--- config.mk ---
export PLATFORM = sky130hd
export DESIGN_NAME = seg7_scan_mux
export DESIGN_NICKNAME = d
export VERILOG_FILES = /design/src/rtl/seg7_pkg.sv /design/src/rtl/seg7_slot_timer.sv /design/src/rtl/seg7_scan_mux.sv
export SDC_FILE = /design/constraint.sdc
export NUM_CORES = 1
export LEC_CHECK = 0
export BUFFER_PORTS_ARGS = -buffer_cell sky130_fd_sc_hd__buf_2
export CAP_MARGIN = 20
export CORE_AREA = 3 3 76 96
export DETAILED_ROUTE_END_ITERATION = 10
export DIE_AREA = 0 0 79 99
export PLACE_DENSITY = 0.7
export SYNTH_ARGS = -nofsm -noshare
export SYNTH_HDL_FRONTEND = slang
export SYNTH_SLANG_ARGS = --single-unit
--- constraint.sdc ---
create_clock -name i_clk -period 2.4 [get_ports i_clk]
set_input_delay 0.48 -clock i_clk [delete_from_list [all_inputs] [get_ports i_clk]]
set_output_delay 0.48 -clock i_clk [all_outputs]
set_load 0.05 [all_outputs]
--- src/rtl/seg7_pkg.sv ---
// Shared constants and helpers for the multiplexed 7-segment scanner.
package seg7_pkg;

   localparam int N_DIGITS_DEF    = 4;
   localparam int CLK_DIV_DEF     = 50000;
   localparam int DEAD_CYCLES_DEF = 16;

   // Nibble width fed to the downstream decoder.
   localparam int NIB_W = 4;

   // Common-anode drive: a digit is enabled by pulling its line low.
   localparam logic DIGIT_ON = 1'b0;

   // Ceiling log2, never below 1 so counters always have at least one bit.
   function automatic int clog2(input int v);
      int r;
      r = 0;
      for (int i = 0; i < 32; i++)
         if ((1 << r) < v) r = r + 1;
      return (r < 1) ? 1 : r;
   endfunction

endpackage

--- src/rtl/seg7_slot_timer.sv ---
// Slot timer: cnt runs 0..CLK_DIV-1, idx steps through the digits on each
// wrap, and the BLANK/SHOW decode is registered so it lines up with cnt.
module seg7_slot_timer
   import seg7_pkg::*;
#(
   parameter int N_DIGITS    = N_DIGITS_DEF,
   parameter int CLK_DIV     = CLK_DIV_DEF,
   parameter int DEAD_CYCLES = DEAD_CYCLES_DEF,
   parameter int IW          = clog2(N_DIGITS)
) (
   input  logic          clk,
   input  logic          rst_n,
   output logic [IW-1:0] idx,
   output logic          show,
   output logic          slot_end,   // cnt is at its last value
   output logic          frame_end   // current slot is the last of the frame
);

   localparam int CW = clog2(CLK_DIV);

   localparam logic [0:0]    ST_BLANK = 1'b0;
   localparam logic [0:0]    ST_SHOW  = 1'b1;
   localparam logic [CW-1:0] CNT_LAST = CW'(CLK_DIV - 1);
   localparam logic [CW-1:0] DEAD_C   = CW'(DEAD_CYCLES);
   localparam logic [IW-1:0] IDX_LAST = IW'(N_DIGITS - 1);
   localparam logic [0:0]    ST_RST   = (DEAD_CYCLES == 0) ? ST_SHOW : ST_BLANK;

   logic [CW-1:0] cnt, cnt_nxt;
   logic [IW-1:0] idx_nxt;
   logic [0:0]    state;

   assign slot_end  = (cnt == CNT_LAST);
   assign frame_end = (idx == IDX_LAST);
   assign show      = (state == ST_SHOW);

   // Next counter / digit index values.
   always_comb begin
      cnt_nxt = slot_end ? '0 : cnt + 1'b1;
      idx_nxt = idx;
      if (slot_end) idx_nxt = frame_end ? '0 : idx + 1'b1;
   end

   // Counter, index and state; state is decoded from cnt_nxt so it tracks cnt.
   always_ff @(posedge clk or negedge rst_n) begin
      if (!rst_n) begin
         cnt   <= '0;
         idx   <= '0;
         state <= ST_RST;
      end else begin
         cnt   <= cnt_nxt;
         idx   <= idx_nxt;
         state <= (cnt_nxt < DEAD_C) ? ST_BLANK : ST_SHOW;
      end
   end

endmodule

--- src/rtl/seg7_scan_mux.sv ---
// Multiplexed common-anode 7-segment scanner with a valid/ready load port.
// New values sit in a pending register and move to the shadow register only
// at a frame boundary, so a frame never mixes old and new digits.
// Optional: define SEG7_LZ_BLANK_EN for leading-zero suppression.
module seg7_scan_mux
   import seg7_pkg::*;
#(
   parameter int N_DIGITS    = N_DIGITS_DEF,
   parameter int CLK_DIV     = CLK_DIV_DEF,
   parameter int DEAD_CYCLES = DEAD_CYCLES_DEF
) (
   input  logic                      i_clk,
   input  logic                      i_rst_n,
   input  logic [NIB_W*N_DIGITS-1:0] iv_data,
   input  logic [N_DIGITS-1:0]       iv_dp,
   input  logic                      i_valid,
   output logic                      o_ready,
   output logic [NIB_W-1:0]          ov_nibble,
   output logic [N_DIGITS-1:0]       ov_digit_n,
   output logic                      o_dp,
   output logic                      o_frame
);

   localparam int IW = clog2(N_DIGITS);

   logic [IW-1:0] idx;
   logic          show, slot_end, frame_end;
   logic          accept, xfer, boundary;

   logic [N_DIGITS-1:0][NIB_W-1:0] pend_data, shadow;
   logic [N_DIGITS-1:0]            pend_dp, shadow_dp, lit;

   seg7_slot_timer #(
      .N_DIGITS    (N_DIGITS),
      .CLK_DIV     (CLK_DIV),
      .DEAD_CYCLES (DEAD_CYCLES),
      .IW          (IW)
   ) u_timer (
      .clk       (i_clk),
      .rst_n     (i_rst_n),
      .idx       (idx),
      .show      (show),
      .slot_end  (slot_end),
      .frame_end (frame_end)
   );

   // o_ready doubles as "pending empty", so accept and transfer are exclusive.
   assign boundary = slot_end & frame_end;
   assign accept   = i_valid & o_ready;
   assign xfer     = boundary & ~o_ready;

   // Pending / shadow registers and the handshake.
   always_ff @(posedge i_clk or negedge i_rst_n) begin
      if (!i_rst_n) begin
         o_ready   <= 1'b1;
         pend_data <= '0;
         pend_dp   <= '0;
         shadow    <= '0;
         shadow_dp <= '0;
      end else if (xfer) begin
         shadow    <= pend_data;
         shadow_dp <= pend_dp;
         o_ready   <= 1'b1;
      end else if (accept) begin
         pend_data <= iv_data;
         pend_dp   <= iv_dp;
         o_ready   <= 1'b0;
      end
   end

`ifdef SEG7_LZ_BLANK_EN
   // Digit k is lit when it or any higher digit is nonzero; digit 0 always.
   function automatic logic [N_DIGITS-1:0] lz_mask(
      input logic [N_DIGITS-1:0][NIB_W-1:0] d);
      logic [N_DIGITS-1:0] m;
      logic                any;
      any = 1'b0;
      m   = '0;
      for (int k = N_DIGITS - 1; k >= 0; k--) begin
         any  = any | (d[k] != '0) | (k == 0);
         m[k] = any;
      end
      return m;
   endfunction

   // Lit mask follows the shadow register; shadow resets to 0 -> digit 0 only.
   always_ff @(posedge i_clk or negedge i_rst_n) begin
      if (!i_rst_n)  lit <= N_DIGITS'(1);
      else if (xfer) lit <= lz_mask(pend_data);
   end
`else
   assign lit = '1;
`endif

   // Output registers: one cycle behind the slot counter.
   always_ff @(posedge i_clk or negedge i_rst_n) begin
      if (!i_rst_n) begin
         ov_nibble  <= '0;
         ov_digit_n <= {N_DIGITS{~DIGIT_ON}};
         o_dp       <= 1'b0;
         o_frame    <= 1'b0;
      end else begin
         // Nibble tracks idx through BLANK too, giving the decoder setup time.
         ov_nibble <= shadow[idx];
         for (int k = 0; k < N_DIGITS; k++)
            ov_digit_n[k] <= (show && lit[k] && (idx == IW'(k))) ? DIGIT_ON : ~DIGIT_ON;
         o_dp    <= show & lit[idx] & shadow_dp[idx];
         o_frame <= boundary;
      end
   end

endmodule

# [Word level (Yosys, flattened, before mapping)]
# Cells that the tools add are included.
[word_totals] regBits=70 in_bits=23 out_inout_bits=11 elab_cells=55
[op_classes] add_sub_neg=2 magnitude_cmp=2 n_eq_ne=4 mux=15 bitwise=7 n_reduce_logical=7
[op_table] op="adder 16 x 1 -> 16 bit (second input constant)" count=1
[op_table] op="equality test 16 bit (second input constant)" count=1
[op_table] op="less-than comparator 16 x 5 -> 1 bit (second input constant)" count=1
[op_table] op="2-to-1 mux 16 bit" count=1
[op_table] op="2-to-1 mux 1 bit" count=9
[op_table] op="binary-select mux 4 bit (select 2 bit)" count=1
[op_table] op="AND 1 bit" count=5
[op_table] op="binary-select mux 1 bit (select 2 bit)" count=2
[op_table] op="equality test 2 bit (second input constant)" count=2
[op_table] op="logical AND 1 bit" count=4
[op_table] op="2-to-1 mux 4 bit" count=1
[op_table] op="less-than comparator 2 x 3 -> 1 bit (second input constant)" count=1
[op_table] op="adder 2 x 1 -> 2 bit (second input constant)" count=1
[op_table] op="equality test 2 x 1 -> 1 bit (second input constant)" count=1
[op_table] op="zero test 2 bit" count=1
[op_table] op="2-to-1 mux 2 bit" count=1
[op_table] op="NOT 1 bit" count=2
[op_table] op="AND reduction 2 bit" count=1
[op_table] op="nonzero test 2 bit" count=1

# [Logic depth before layout (Yosys ltp)]
# Gate-level depths: netlist (run 1).
[logic_depth] word_depth=5 mapped_depth=9 mapped_depth_nobuf=7

# [Cells and area by module]
# A second synthesis (run 1) with hierarchy kept.
[hier_totals] hier_cells=212 area_unflattened_um2=2985.4
[by_module_without_submodules] module="seg7_scan_mux" n_inst=1 cells_per_inst=111 area_per_inst_um2=1955.6 seq_area_each_um2=1282.5
[by_module_without_submodules] module="seg7_slot_timer" n_inst=1 cells_per_inst=101 area_per_inst_um2=1029.7 seq_area_each_um2=475.5

# [Worst setup path after synthesis (run 1)]
# Ideal clock, no wire load.
[synth_path] path_type="register -> register" start="reg u_timer.cnt[0]" end="reg u_timer.state, in the netlist u_timer.show" setup_ns=0.139 arrival_time_ns=1.818 required_ns=2.261 setup_slack_ns=0.443 stages_incl_launch_ff=8 n_path_buf=0 period_less_slack_ns=1.957 path_cell_list="dfrtp_1 -> ha_1 -> nand2_1 -> or3_4 -> nor2_1 -> xnor2_1 -> a31oi_1 -> or4b_1"
[synth_via] elab_chain_len=4 elab_cells_between_ends=5 cone_classes="add/sub (1); order compare (1); eq/ne (1); mux (2)"
[synth_lines] item="start: declaration" line_no="seg7_slot_timer.sv:28" rtl="logic [CW-1:0] cnt, cnt_nxt;"
[synth_lines] item="start signal: assignment" line_no="seg7_slot_timer.sv:50" rtl="cnt <= cnt_nxt;"
[synth_lines] item="adder 16 x 1 -> 16 bit / equality test 16 bit (equally long branches)" line_no="seg7_slot_timer.sv:38, seg7_slot_timer.sv:32"
[synth_lines] item="2-to-1 mux 16 bit (*)" line_no="seg7_slot_timer.sv:38" rtl="cnt_nxt = slot_end ? '0 : cnt + 1'b1;"
[synth_lines] item="less-than comparator 16 x 5 -> 1 bit (*)" line_no="seg7_slot_timer.sv:52" rtl="state <= (cnt_nxt < DEAD_C) ? ST_BLANK : ST_SHOW;"
[synth_lines] item="2-to-1 mux 1 bit (*)" line_no="seg7_slot_timer.sv:52"
[synth_lines] item="end signal: assignment" line_no="seg7_slot_timer.sv:52"
[synth_lines] item="end: declaration" line_no="seg7_slot_timer.sv:30" rtl="logic [0:0] state;"
# Every way passes the cells marked *; elsewhere a longest branch is shown, timed or not.
# A chain may end at the register's enable or synchronous reset.

# [Worst setup path in the final report (run 1)]
[layout_path] start="reg u_timer.cnt[9]" end="reg shadow[3] (netlist name)"
[layout_via] elab_chain_len=3
[layout_lines] item="equality test 16 bit" line_no="seg7_slot_timer.sv:32" rtl="assign slot_end = (cnt == CNT_LAST);"
[layout_lines] item="AND 1 bit" line_no="seg7_scan_mux.sv:48" rtl="assign boundary = slot_end & frame_end;"
[layout_lines] item="AND 1 bit" line_no="seg7_scan_mux.sv:50" rtl="assign xfer = boundary & ~o_ready;"
[layout_lines] item="end signal: assignment" line_no="seg7_scan_mux.sv:61" rtl="shadow <= pend_data;"
[layout_lines] item="end: declaration" line_no="seg7_scan_mux.sv:30" rtl="logic [N_DIGITS-1:0][NIB_W-1:0] pend_data, shadow;"
# No other way between the ends.

==> summary.txt, run 1 <==
Routing
  • Total Routed Length: 5100 um
  • Final ANT Viol Nets: 0
  • Mean routed wirelength per cell: 14.6 um
  • Vias: 1783
  • Drt first pass iters: 4
  • Initial drt markers: 117
  • Number of remaining DRC errors: 0
  • Drt via density: 5.11

STA
  • Final Hold Viols: 0
  • Max Slew Vio Count: 0
  • Worst-margin pin slew: 0.447 ns
  • Fin crit period: 2.20 ns
  • FMAX: 455 MHz
  • RSZ-0062 raised after global routing: false
  • Number of setup violations in the final report: 0
  • Final setup skew: 0.00713 ns
  • Final worst path period share: 0.916
  • Relative slew slack: 0.701
  • Fin Setup TNS: 0 ns

CTS
  • Worst-path clk slew: 0.07 ns
  • Cts hold-fix bufs: 0
  • Inserted Clock Buffers: 9
  • Post-CTS setup buffer count: 0
  • Clock Latency Late Sink: 0.34 ns
  • CTS Sinks: 70
  • # resized after CTS: 0
  • H-tree depth: 3
  • Cell chosen for the clock root: clkbuf_8
  • Clk buf depth: 2
  • CTS tree: done

Global route
  • First-pass GRT wire length: 9160 um
  • Antenna violations before repair: 0
  • GR Overflow Total: 0
  • Vias in the first global route: 1970
  • Largest net degree at the start of global routing: 71
  • GRT Total Usage: 0.153

Placement
  • Final HPWL DP: 3540 um
  • I/O Buffers: 33
  • Gpl congestion: 0.774
  • Dpl cell area: 0.00326 mm2

Synthesis
  • Post-synthesis sequential area ratio: 0.589
  • Complex-gate fraction of the synthesized area: 0.0310
  • Warnings, synthesis: 0
  • Post-synthesis xor/xnor area fraction: 0.0352
  • Commonest cells in the netlist: 65 x dfrtp_1, 40 x mux2_2, 14 x nand2_1, 14 x nor2_1, 8 x xor2_1
  • Post-Synth Adder-Cell Area: 0.0210
  • Cell area after synthesis: 0.00298 mm2
  • Post-synth EDFFs: 0
  • Yosys top cell area share: 0.545
  • Most common cell in the netlist: dfrtp_1
  • Syn Area/Cell: 13.8 um2
  • Largest cells by area after synthesis: dfrtp_1 55%, mux2_2 15%, dfstp_2 4.4%, mux4_2 3.8%, xor2_1 2.3%
  • Post-Syn Instances: 217
  • Largest family of logic cells by synthesized area: multiplexers
  • Area leader, netlist: dfrtp_1
  • Distinct cells, synth: 39
  • Ys flop type: dfrtp_1
  • Mux cell area share after synthesis: 0.195
  • Seq cells post-synth: 70
  • Simple-Gate Fraction of Synth Area: 0.101
  • Syn_nets: 245
  • Ys async rst share: 1.00

Flow run
  • MaxCap Viol Count: 0

Setup path
  • Critical Path RT: 2.63 ns
  • Worst reg-to-reg setup slack: 0.20 ns
  • Crit Path Class: flip-flop to flip-flop
  • Critical path endpoint category: flip-flop
  • Worst setup SP type: flip-flop
  • Worst r2r dst: shadow[3]
  • Critical path arrival: 2.42 ns
  • Worst r2r src: u_timer.cnt[9]
  • Worst r2r path cells: 7
  • Crit-path max FO: 20

Power and ir drop
  • Leak: 1.63 nW
  • Power density cells: 626 mW/mm2
  • Max VDD drop: 0.457 mV
  • Total power: 2.15 mW

Floorplan
  • Chip Width: 79 um
  • Site Rows: 33
  • Die area: 0.00782 mm2
  • Initial Util: 0.457
  • Core area: 0.00652 mm2
  • I/O pin cnt: 34
  • DIE HEIGHT: 99 um

Cells and area
  • Layout cells sized above 1: 0.439
  • Synthesis-to-layout area growth: 14.9%
  • Design Area, Final: 0.00343 mm2
  • # diodes: 0
  • Final nets: 285
  • FILL cells: 605
  • Core Util, Final: 0.526

Hold path
  • Worst Hold Class: input port to asynchronous set/reset pin

Outcome
  • Outcome: finished clean
-- worst max-delay path: stages, from the launching register on --
cell and delay (ns):
dfrtp_1 0.51, nand3_1 0.18, nor4_2 0.30, and3_1 0.24, nand2_1 0.09, nor2_1 0.10, buf_4 0.28, mux2_2 0.38
-- sequential cells by signal (all words and copies together), names as in the netlist --
name / count
pend_data: 16
o_frame: 1
o_ready: 1
o_dp: 1
u_timer.idx: 2
shadow: 16
ov_nibble: 4
shadow_dp: 4
ov_digit_n: 4
pend_dp: 4
u_timer.show: 1
u_timer.cnt: 16
-- layout make-up --
cell class,instances,area [um2],share of cell area
flip-flops and latches,70,1760,0.513
multi-input cells,132,1150,0.334
repair buffers,40,230,0.0671
clock buffers,9,124,0.0361
well taps,87,109,0.0317
clock inverters,7,47.5,0.0139
inverters,4,15.0,0.00438
-- per-stage QoR --
step	cells	hold WS, ns	setup WS, ns
after global routing	349	0.169	0.0480
after floorplan	217	0.184	0.443
after CTS	349	0.150	0.225
after detailed placement	333	0.485	0.241
after global placement	333	0.478	0.249
final	349	0.138	0.201
-- power by group --
group / total, mW / internal (mW) / leakage [nW] / switching (mW)
combinational: 0.0785 / 0.0436 / 0.630 / 0.0348
sequential: 1.24 / 1.22 / 0.909 / 0.0179
clock: 0.831 / 0.376 / 0.0858 / 0.456
-- cell usage in the layout, fill, tap and decap left out, drive strengths merged, types with 3 or more instances in the layout --
cell / n
mux4: 5
nor4: 3
nand3: 5
clkbuf: 9
nand4: 3
buf: 40
o21ai: 4
dfstp: 5
inv: 6
xor2: 8
ha: 5
nor2: 16
mux2: 40
xnor2: 4
and3: 5
dfrtp: 65
nand2: 14
clkinv: 3
-- logic make-up after synthesis --
logic type                 after synthesis
buffers and inverters                   15
DFF                                     70
AOI/OAI and AO/OA                       12
and+or+nand+nor                         56
xor gates and xnor gates                12
adders and majority gates                5
muxes                                   47
-- per-layer routing --
layer / vias to the layer above / global-route usage / share of wire
li1: 840 / - / -
met1: 892 / 0.189 / 0.44
met2: 40 / 0.250 / 0.50
met3: 11 / 0.0420 / 0.038
met4: 0 / 0.0675 / 0.020
met5: - / 0 / 0
-- how the worst max path moves through the flow --
stage                               to  cells after the start  slack (ns)           start
after global placement       shadow[7]                      7        0.25  u_timer.cnt[9]
after global routing      shadow_dp[2]                      7        0.05  u_timer.cnt[9]
after floorplan           u_timer.show                      7        0.44  u_timer.cnt[0]
final                        shadow[3]                      7        0.20  u_timer.cnt[9]
after detailed placement  u_timer.show                      7        0.24  u_timer.cnt[0]
after CTS                 u_timer.show                      7        0.23  u_timer.cnt[0]
(Power assumes the default switching activity.)
==> inputs of run 2 (changes only) <==
--- a/config.mk
+++ b/config.mk
@@ -6,7 +6,7 @@
 export NUM_CORES = 1
 export LEC_CHECK = 0
 export BUFFER_PORTS_ARGS = -buffer_cell sky130_fd_sc_hd__buf_2
-export CAP_MARGIN = 20
+export CAP_MARGIN = 25
 export CORE_AREA = 3 3 76 96
 export DETAILED_ROUTE_END_ITERATION = 10
 export DIE_AREA = 0 0 79 99
==> constraint.sdc (replaced) <==
create_clock -name i_clk -period 2.65 [get_ports i_clk]
set_input_delay 0.53 -clock i_clk [delete_from_list [all_inputs] [get_ports i_clk]]
set_output_delay 0.53 -clock i_clk [all_outputs]
set_load 0.05 [all_outputs]
==> summary.txt, run 2 (synthesis gave the netlist of run 1 again) <==
Cells and area
  • Design Area, Final: 0.00347 mm2 (was 0.00343 mm2)
  • Synthesis-to-layout area growth: 16.4% (was 14.9%)
  • Commonest cells after routing, fill and taps aside: 65 x dfrtp_1, 40 x mux2_2, 33 x buf_2, 14 x nand2_1, 14 x nor2_1 (unchanged)
  • Leading cell type in the layout, fill and taps excluded: dfrtp_1 (unchanged)
  • Final nets: 285 (unchanged)
  • Layout cells sized above 1: 0.439 (unchanged)
  • Core Util, Final: 0.532 (was 0.526)
  • Biggest regs: pend_data x16, shadow x16, u_timer.cnt x16 (unchanged)
  • # diodes: 0 (unchanged)
  • FILL cells: 591 (was 605)

CTS
  • H-tree depth: 3 (unchanged)
  • Worst-path clk slew: 0.08 ns (was 0.07 ns)
  • CTS Sinks: 70 (unchanged)
  • # resized after CTS: 0 (unchanged)
  • CTS tree: done (unchanged)
  • Cell chosen for the clock root: clkbuf_8 (unchanged)
  • Inserted Clock Buffers: 9 (unchanged)
  • Clock Latency Late Sink: 0.34 ns (about the same)
  • Clk buf depth: 2 (unchanged)
  • Cts hold-fix bufs: 0 (unchanged)
  • Post-CTS setup buffer count: 0 (unchanged)

Setup path
  • Worst reg-to-reg setup slack: 0.39 ns (was 0.20 ns)
  • Worst setup SP type: flip-flop (unchanged)
  • Critical Path RT: 2.87 ns (was 2.63 ns)
  • Worst r2r src: u_timer.cnt[9] (unchanged)
  • CP startpoint: u_timer.cnt[9] (unchanged)
  • Critical path endpoint category: flip-flop (unchanged)
  • Critical path arrival: 2.48 ns (was 2.42 ns)
  • Crit Path Class: flip-flop to flip-flop (unchanged)
  • Crit-path max FO: 15 (was 20)

STA
  • Fin crit period: 2.26 ns (was 2.20 ns)
  • Final setup skew: 0.0114 ns (was 0.00713 ns)
  • Min Hold Slack: 0.203 ns (was 0.138 ns)
  • Final worst path period share: 0.853 (was 0.916)
  • RSZ-0062 raised after global routing: false (unchanged)
  • Fin Setup TNS: 0 ns (unchanged)
  • Final Hold Viols: 0 (unchanged)
  • Max Slew Vio Count: 0 (unchanged)
  • Relative slew slack: 0.763 (was 0.701)
  • FMAX: 442 MHz (was 455 MHz)
  • Worst-margin pin slew: 0.355 ns (was 0.447 ns)
  • Number of setup violations in the final report: 0 (unchanged)

Power and ir drop
  • Max VDD drop: 0.398 mV (was 0.457 mV)
  • Power density cells: 601 mW/mm2 (was 626 mW/mm2)
  • Leak: 1.64 nW (was 1.63 nW)

Global route
  • GRT Total Usage: 0.147 (was 0.153)
  • Largest net degree at the start of global routing: 71 (unchanged)
  • Antenna violations before repair: 0 (unchanged)
  • GR Overflow Total: 0 (unchanged)
  • Vias in the first global route: 1918 (was 1970)
  • First-pass GRT wire length: 8850 um (was 9160 um)

Routing
  • Vias: 1776 (was 1783)
  • Drt first pass iters: 4 (unchanged)
  • Drt via density: 5.09 (was 5.11)
  • Mean routed wirelength per cell: 14.2 um (was 14.6 um)
  • Final ANT Viol Nets: 0 (unchanged)
  • Total Routed Length: 4960 um (was 5100 um)
  • Number of remaining DRC errors: 0 (unchanged)
  • Initial drt markers: 66 (was 117)

Floorplan
  • Die area: 0.00782 mm2 (unchanged)
  • I/O pin cnt: 34 (unchanged)
  • Site Rows: 33 (unchanged)
  • DIE HEIGHT: 99 um (unchanged)
  • Initial Util: 0.457 (unchanged)
  • Core area: 0.00652 mm2 (unchanged)
  • Chip Width: 79 um (unchanged)

Hold path
  • Worst Hold Class: input port to asynchronous set/reset pin (unchanged)

Flow run
  • MaxCap Viol Count: 0 (unchanged)

Placement
  • Gpl congestion: 0.857 (was 0.774)
  • Final HPWL DP: 3410 um (was 3540 um)
  • I/O Buffers: 33 (unchanged)
  • Dpl cell area: 0.00326 mm2 (unchanged)

Outcome
  • Outcome: finished clean (unchanged)
==> run 2: worst max-delay path, cell delays in order (launching register included) <==
cell	delay, ns
dfrtp_1	0.52
nand3_1	0.18
nor4_2	0.30
and3_1	0.22
buf_4	0.21
o21ai_0	0.13
nor2_1	0.14
or4b_1	0.44
==> run 2: stage by stage <==
| stage | power (mW) | worst slack (ns) | cells |
|---|---|---|---|
| floorplan | 1.16 | 0.693 | 217 |
| global placement | 1.21 | 0.419 | 333 |
| detailed placement | 1.21 | 0.399 | 333 |
| CTS | 2.12 | 0.383 | 349 |
| global route | 2.18 | 0.196 | 349 |
| finish | 2.09 | 0.389 | 349 |
==> run 2: area by class of cell <==
type,instances,area (um2),area share
flip-flops and latches,70,1760,0.506
multi-input cells,132,1150,0.330
repair buffers,40,230,0.0663
clock buffers,11,151,0.0436
well taps,87,109,0.0314
clock inverters,5,62.6,0.0180
inverters,4,15.0,0.00432
==> run 2: final timing paths <==
path	cells after the start	endpoint
min	2	u_timer.cnt[9]
min in group i_clk	2	o_ready
max reg2reg	7	u_timer.show
max	7	u_timer.show
min reg2reg	1	ov_digit_n[0]
max in group asynchronous	2	o_ready
==> run 2: layer usage <==
layer	wire length, um	part of all wire	track usage
met1	2210	0.45	0.184
met2	2410	0.49	0.230
met3	251	0.051	0.0484
met4	82	0.017	0.0728
met5	0	0	0
==> run 2: power by group <==
group          switching, mW  internal, mW  total (mW)
logic                 0.0316        0.0395      0.0712
registers             0.0163          1.10        1.12
clock network          0.405         0.492       0.898
